## src/rtl/bus_pkg.sv

```systemverilog
// Shared types and helpers for the serial bus frame receiver/transmitter.
package bus_pkg;

    localparam int unsigned CMD_W     = 2;
    localparam int unsigned PAR_MAX_W = 256;

    typedef enum logic [1:0] {
        CMD_NOP   = 2'b00,
        CMD_WRITE = 2'b01,
        CMD_READ  = 2'b10,
        CMD_BCAST = 2'b11
    } cmd_e;

    typedef enum logic {
        RX_IDLE  = 1'b0,
        RX_SHIFT = 1'b1
    } rx_state_e;

    // Full frame length: START + CMD(2) + ADDR + DATA + PARITY + STOP
    function automatic int unsigned frame_w(input int unsigned addr_w, input int unsigned data_w);
        return addr_w + data_w + 5;
    endfunction

    // Callers zero-extend their field to PAR_MAX_W; zero padding leaves the parity unchanged
    function automatic logic calc_parity(input logic [PAR_MAX_W-1:0] bits, input logic odd);
        return (^bits) ^ odd;
    endfunction

endpackage

```

## src/rtl/bus_frame_fifo.sv

```systemverilog
// First-word fall-through queue with registered head/flags; shared by the bus RX and TX paths.
module bus_frame_fifo #(
    parameter int unsigned W     = 8,
    parameter int unsigned DEPTH = 2
) (
    input  logic         clk,
    input  logic         rst,
    input  logic         i_push,
    input  logic [W-1:0] i_din,
    input  logic         i_pop,
    output logic [W-1:0] o_dout,
    output logic         o_valid,
    output logic         o_full,
    output logic         o_empty
);

    localparam int unsigned AW = $clog2(DEPTH);
    localparam int unsigned CW = AW + 1;

    logic [W-1:0]  r_mem [DEPTH];
    logic [AW-1:0] r_wr;
    logic [AW-1:0] r_rd;
    logic [CW-1:0] r_cnt;
    logic [AW-1:0] w_rd_nxt;
    logic [CW-1:0] w_cnt_nxt;
    logic          w_pop;
    logic          w_push;

    // A push into a full queue is accepted only when the head leaves in the same cycle
    assign w_pop     = i_pop && (r_cnt != '0);
    assign w_push    = i_push && ((r_cnt != CW'(DEPTH)) || w_pop);
    assign w_rd_nxt  = w_pop ? r_rd + AW'(1) : r_rd;
    assign w_cnt_nxt = r_cnt + CW'(w_push) - CW'(w_pop);

    always_ff @(posedge clk) begin
        if (w_push) begin
            r_mem[r_wr] <= i_din;
        end
    end

    always_ff @(posedge clk) begin
        if (rst) begin
            r_wr    <= '0;
            r_rd    <= '0;
            r_cnt   <= '0;
            o_dout  <= '0;
            o_valid <= 1'b0;
            o_full  <= 1'b0;
            o_empty <= 1'b1;
        end else begin
            if (w_push) begin
                r_wr <= r_wr + AW'(1);
            end
            r_rd    <= w_rd_nxt;
            r_cnt   <= w_cnt_nxt;
            o_valid <= (w_cnt_nxt != '0);
            o_full  <= (w_cnt_nxt == CW'(DEPTH));
            o_empty <= (w_cnt_nxt == '0);
            // Next head bypasses memory when it is the entry being written this cycle
            if (w_cnt_nxt != '0) begin
                o_dout <= (w_push && (r_wr == w_rd_nxt)) ? i_din : r_mem[w_rd_nxt];
            end
        end
    end

endmodule

```

## src/rtl/bus_frame_rx.sv

```systemverilog
// Bit-serial bus frame receiver: deserialises, checks parity/stop, queues good frames.
// Optional inter-bit timeout is enabled by defining BUS_RX_TIMEOUT_EN.
module bus_frame_rx
    import bus_pkg::*;
#(
    parameter int unsigned ADDR_W         = 14,
    parameter int unsigned DATA_W         = 8,
    parameter bit          ODD_PARITY     = 1'b0,
    parameter int unsigned FIFO_DEPTH     = 2,
    parameter int unsigned TIMEOUT_CYCLES = 64
) (
    input  logic              clk,
    input  logic              rst,
    input  logic              bit_valid,
    input  logic              serial_in,
    output logic              rx_valid,
    input  logic              rx_ready,
    output cmd_e              rx_cmd,
    output logic [ADDR_W-1:0] rx_addr,
    output logic [DATA_W-1:0] rx_data,
    output logic              err_parity,
    output logic              err_stop,
    output logic              err_overflow,
    output logic              err_timeout,
    output logic              busy
);

    localparam int unsigned FW_C     = frame_w(ADDR_W, DATA_W);
    localparam int unsigned SR_W     = FW_C - 1;
    localparam int unsigned CNT_W    = $clog2(FW_C);
    localparam int unsigned PAY_W    = CMD_W + ADDR_W + DATA_W;
    localparam int unsigned LAST_CNT = FW_C - 2;

    rx_state_e        r_state;
    logic [CNT_W-1:0] r_cnt;
    logic [SR_W-1:0]  r_sr;

    logic [FW_C-1:0]  w_frame;
    logic [PAY_W-1:0] w_payload;
    logic [PAY_W-1:0] w_head;
    logic             w_last;
    logic             w_delim_ok;
    logic             w_par_ok;
    logic             w_good;
    logic             w_pop;
    logic             w_ovf;
    logic             w_full;
    logic             w_empty;
    logic             w_fifo_valid;
    logic             w_to_hit;

    // Shift register holds START..PARITY; the STOP bit is judged straight off the line
    assign w_frame    = {r_sr, serial_in};
    assign w_payload  = w_frame[FW_C-2 -: PAY_W];
    assign w_last     = (r_state == RX_SHIFT) && bit_valid && (r_cnt == CNT_W'(LAST_CNT));
    assign w_delim_ok = w_frame[FW_C-1] & w_frame[0];
    assign w_par_ok   = (w_frame[1] == calc_parity(PAR_MAX_W'(w_payload), ODD_PARITY));
    assign w_good     = w_last && w_delim_ok && w_par_ok;
    assign w_pop      = rx_ready && !w_empty;
    assign w_ovf      = w_good && w_full && !w_pop;

`ifdef BUS_RX_TIMEOUT_EN
    localparam int unsigned TO_W = $clog2(TIMEOUT_CYCLES + 1);

    logic [TO_W-1:0] r_idle_cnt;

    assign w_to_hit = (r_state == RX_SHIFT) && !bit_valid
                   && (r_idle_cnt == TO_W'(TIMEOUT_CYCLES - 1));

    // Clock cycles since the last strobe while a frame is in flight
    always_ff @(posedge clk) begin
        if (rst || (r_state != RX_SHIFT) || bit_valid) begin
            r_idle_cnt <= '0;
        end else begin
            r_idle_cnt <= r_idle_cnt + TO_W'(1);
        end
    end
`else
    assign w_to_hit = 1'b0 & (TIMEOUT_CYCLES != 0);
`endif

    always_ff @(posedge clk) begin
        if (rst) begin
            r_state      <= RX_IDLE;
            r_cnt        <= '0;
            r_sr         <= '0;
            busy         <= 1'b0;
            err_parity   <= 1'b0;
            err_stop     <= 1'b0;
            err_overflow <= 1'b0;
            err_timeout  <= 1'b0;
        end else begin
            err_stop     <= w_last && !w_delim_ok;
            err_parity   <= w_last && w_delim_ok && !w_par_ok;
            err_overflow <= w_ovf;
            err_timeout  <= w_to_hit;
            case (r_state)
                RX_IDLE: begin
                    if (bit_valid && serial_in) begin
                        r_state <= RX_SHIFT;
                        r_cnt   <= '0;
                        r_sr    <= SR_W'(1);
                        busy    <= 1'b1;
                    end
                end
                RX_SHIFT: begin
                    if (bit_valid) begin
                        r_sr <= w_frame[SR_W-1:0];
                        if (w_last) begin
                            r_state <= RX_IDLE;
                            r_cnt   <= '0;
                            busy    <= 1'b0;
                        end else begin
                            r_cnt <= r_cnt + CNT_W'(1);
                        end
                    end else if (w_to_hit) begin
                        r_state <= RX_IDLE;
                        r_cnt   <= '0;
                        busy    <= 1'b0;
                    end
                end
                default: begin
                    r_state <= RX_IDLE;
                    busy    <= 1'b0;
                end
            endcase
        end
    end

    bus_frame_fifo #(
        .W     (PAY_W),
        .DEPTH (FIFO_DEPTH)
    ) u_fifo (
        .clk     (clk),
        .rst     (rst),
        .i_push  (w_good && !w_ovf),
        .i_din   (w_payload),
        .i_pop   (w_pop),
        .o_dout  (w_head),
        .o_valid (w_fifo_valid),
        .o_full  (w_full),
        .o_empty (w_empty)
    );

    assign rx_valid = w_fifo_valid;
    assign rx_cmd   = cmd_e'(w_head[PAY_W-1 -: CMD_W]);
    assign rx_addr  = w_head[DATA_W +: ADDR_W];
    assign rx_data  = w_head[DATA_W-1:0];

endmodule

```

## config.mk

```make
export PLATFORM = sky130hd
export DESIGN_NAME = bus_frame_rx
export DESIGN_NICKNAME = d
export VERILOG_FILES = /design/src/rtl/bus_pkg.sv /design/src/rtl/bus_frame_fifo.sv /design/src/rtl/bus_frame_rx.sv
export SDC_FILE = /design/constraint.sdc
export NUM_CORES = 1
export LEC_CHECK = 0
export CAP_MARGIN = 30
export CORE_ASPECT_RATIO = 0.7
export CORE_MARGIN = 2
export CORE_UTILIZATION = 30
export DETAILED_ROUTE_END_ITERATION = 10
export RECOVER_POWER = 50
export SYNTH_ARGS = -nofsm -noshare
export SYNTH_HDL_FRONTEND = slang
export SYNTH_HIERARCHICAL = 1
export SYNTH_SLANG_ARGS = --single-unit
```

## constraint.sdc

```tcl
create_clock -name clk -period 4.2 [get_ports clk]
set_input_delay 0.84 -clock clk [delete_from_list [all_inputs] [get_ports clk]]
set_output_delay 0.84 -clock clk [all_outputs]
set_load 0.02 [all_outputs]
```

==> flow_summary_export.csv <==
group,metric,value,unit
clocking,ctsHoldBuffers,0,
clocking,cts_buffers,17,
routing,firstDrtPassIters,5,
sta,skew,0.009366,ns
routing,finalWirelength,13720,um
sta,final.setup.tns,0,ns
clocking,cts.sinks,115,
power,pwr-share-comb,0.020,
power,worst_ir_drop_vdd,0.0002028,V
sta,max_slew_margin,0.1180,
worst_setup_path,slowest_delay,0.46,ns
grt,antenna_found_initial,0,
synthesis,yosysSeqAreaShare,0.5142,
synthesis,synth_edf_count,48,
worst_setup_path,path_delay_family,"XOR/XNOR gates",
routing,drtIter0Drc,271,
worst_setup_path,cp_max_fo,25,
worst_setup_path,cpMaxStageDelayCell,"xnor3_1",
routing,routedWlPerCell,16.84,um
clocking,clkSlewWorstSetupHoldPaths,0.06,ns
worst_setup_path,path_buf_inv,1,
place,place_area,5996,sq um
synthesis,syn_area,5411,sq um
power,clock_power_share,0.528,
sta,final_min_period_over_clock_period,0.9321,
hold_path,hp-class,"flip-flop to flip-flop",
clocking,clockBufferDepth,2,
worst_setup_path,setup.worst_path.end_class,"flip-flop",
worst_setup_path,startpoint_type,"flip-flop",
sta,worstMarginPinSlew,1.323,ns
worst_setup_path,worstPathRequired,4.53,ns
worst_setup_path,cp.arrival,4.25,ns
synthesis,synth_area_per_cell,10.08,sq um
sta,rsz0062_at_grt,"no",
finish,drive_gt1_frac,0.1364,
power,p_int,1.989,mW
floorplan,rows,41,
clocking,clk_latency,0.41,ns
grt,grt_overflow,0,
place,place_hpwl,8268,um
synthesis,synth.distinct_cells,41,
routing,vias,4202,
worst_setup_path,worstRegToRegCells,13,
synthesis,synth_cells,537,
status,status,"finished, final reports clean",
synthesis,syn_nets,546,
clocking,cts_setup_buffers,0,
clocking,cts_resized,0,
place,dpl.cell_count,783,
clocking,ctsRootBufferMaster,"clkbuf_16",
place,gp_congestion,0.7927,
routing,vias_per_cell,5.156,
synthesis,async_reset_ff_frac,0,
finish,diodes,0,
synthesis,synthFlopType,"dfxtp_1",
routing,drc,0,
power,swShare,0.2264,
floorplan,core-area,17850,sq um
sta,post-route-min-period,3.915,ns
job,maxCapViolCount,0,
worst_setup_path,crit_path_cell_trace,"xnor2_1, xnor2_1, xnor3_1, xnor3_1, a2111oi_4, o21ai_1, ha_1, inv_1, ha_1, xnor3_2, nand2b_4, o311ai_0, o21ai_0",
sta,finalMaxSlewViolations,0,
floorplan,die_area,19150,sq um
finish,fin_cells,815,
power,leakagePower,2.174,nW
sta,fmax,0.2554,GHz
sta,timing.hold.ws,0.4592,ns
routing,final_antenna_net_count,0,
sta,setup_viol,0,
finish,fin_util,0.3666,
power,seqPwrFrac,0.452,
clocking,cts_tree,"done",
place,numPortBuffers,33,
grt,grtUsageTotal,0.1516,
finish,area_growth,20.92,%
worst_setup_path,critPathKind,"flip-flop to flip-flop",
power,p_switching,0.5824,mW
floorplan,die_x,164.5,um
worst_setup_path,path_depth,13,
grt,grt_max_degree,98,
floorplan,start_util,0.3031,
synthesis,synth_seq_cells,115,
clocking,cts_max_level,4,
grt,grt_pass1_wl,21890,um
floorplan,ios,35,
grt,grt_pass1_vias,4038,
sta,hold_viol_final,0,
power,power.density,393.0,nW/um^2
finish,nets,575,
synthesis,yosys_warnings,6,
hold_path,whs_path_depth,2,
floorplan,die_h,116.4,um
finish,finish.instance_area,6544,sq um
-- cell type report --
class | instances | area, sq um
flip-flops and latches | 115 | 2784
clock inverters | 15 | 137.6
inverters | 8 | 30.03
repair buffers | 51 | 462.9
fillers | 1749 | 11310
clock buffers | 17 | 425.4
well taps | 236 | 295.3
multi-input cells | 373 | 2409
-- cell usage in the layout (no fill, tap or decap), types with 3 or more instances in the layout --
cell / n
a211oi_1: 5
a211oi_2: 20
a21oi_1: 51
a22oi_1: 25
buf_4: 13
clkbuf_1: 4
clkbuf_16: 17
clkdlybuf4s50_1: 21
clkinv_2: 3
clkinv_4: 7
clkinvlp_4: 3
dfxtp_1: 66
dlygate4sd3_1: 12
edfxtp_1: 48
ha_1: 4
inv_1: 6
nand2_1: 53
nand2b_1: 51
nand3_1: 25
nand4_1: 3
nor2_1: 39
o21ai_0: 4
o21ai_1: 22
o311ai_0: 4
o311ai_1: 20
xnor2_1: 20
xor2_1: 5
-- state kept, by name (all words and copies together), names as in the netlist, 2 cells and up --
signal / count
u_fifo/r_mem: 48
r_sr: 26
u_fifo/o_dout: 24
r_cnt: 5
u_fifo/r_cnt: 2
-- through the flow --
| stage | setup slack (ns) | power, mW |
|---|---|---|
| finish | 0.2851 | 2.572 |
| global route | 0.1258 | 2.659 |
| CTS | 0.3698 | 2.592 |
| detailed placement | 0.2618 | 1.239 |
| global placement | 0.4102 | 1.236 |
| floorplan | 0.5394 | 1.218 |
-- power groups by stage --
stage / registers, mW / logic [mW] / clock network (mW)
3_3_place_gp: 1.19 / 0.0504 / 0
6_report: 1.16 / 0.0520 / 1.36
2_1_floorplan: 1.19 / 0.0317 / 0
5_1_grt: 1.16 / 0.0571 / 1.44
4_1_cts: 1.16 / 0.0525 / 1.38
3_5_place_dp: 1.19 / 0.0525 / 0
-- path summary, 6_finish.rpt --
check / startpoint / slack (ns) / end
setup / recovery: r_sr[16]$_SDFFE_PP0P_ / 0.29 / u_fifo/o_dout[14]$_SDFFE_PP0P_
hold / removal: u_fifo/o_dout[19]$_SDFFE_PP0P_ / 0.46 / u_fifo/o_dout[19]$_SDFFE_PP0P_
setup reg to reg: r_sr[16]$_SDFFE_PP0P_ / 0.29 / u_fifo/o_dout[14]$_SDFFE_PP0P_
hold reg to reg: u_fifo/o_dout[19]$_SDFFE_PP0P_ / 0.46 / u_fifo/o_dout[19]$_SDFFE_PP0P_
-- logic make-up (layout without fill, tap and decap cells) --
group           Yosys count  after routing  share of synthesized area
compound gates          154            154                     0.2074
fa+ha+maj                 4              4                   0.009249
mux                       3              3                   0.006473
buf+inv                  49             91                    0.04162
xor+xnor                 30             30                    0.05919
flops                   115            115                     0.5142
simple gates            181            181                     0.1612
other cells               1              1                  0.0006930
-- synthesized netlist by cell type, types with 3 or more instances --
cell type | count | share of area
a211oi_1 | 5 | 0.0069
a211oi_2 | 20 | 0.046
a21oi_1 | 51 | 0.047
a22oi_1 | 25 | 0.035
buf_1 | 3 | 0.0021
buf_2 | 4 | 0.0037
buf_6 | 4 | 0.0083
clkbuf_1 | 27 | 0.019
dfxtp_1 | 67 | 0.25
edfxtp_1 | 48 | 0.27
ha_1 | 4 | 0.0092
inv_1 | 6 | 0.0042
nand2_1 | 53 | 0.037
nand2b_1 | 51 | 0.059
nand3_1 | 25 | 0.023
nand4_1 | 3 | 0.0035
nor2_1 | 41 | 0.028
o21ai_0 | 4 | 0.0037
o21ai_1 | 22 | 0.020
o311ai_0 | 4 | 0.0065
o311ai_1 | 20 | 0.032
xnor2_1 | 20 | 0.032
xor2_1 | 5 | 0.0081
-- routing by layer --
layer / GRT usage / wire [um]
met1: 0.2156 / 6640
met2: 0.2290 / 6040
met3: 0.03800 / 914
met4: 0.04348 / 127
met5: 0 / 0
-- tightest hold or removal path: cells and delay by family (launching register included) --
family	cells	cell delay, ns
and+or+nand+nor	1	0.05
DFF	1	0.30
AOI/OAI and AO/OA	1	0.05
(Power assumes the default switching activity.)
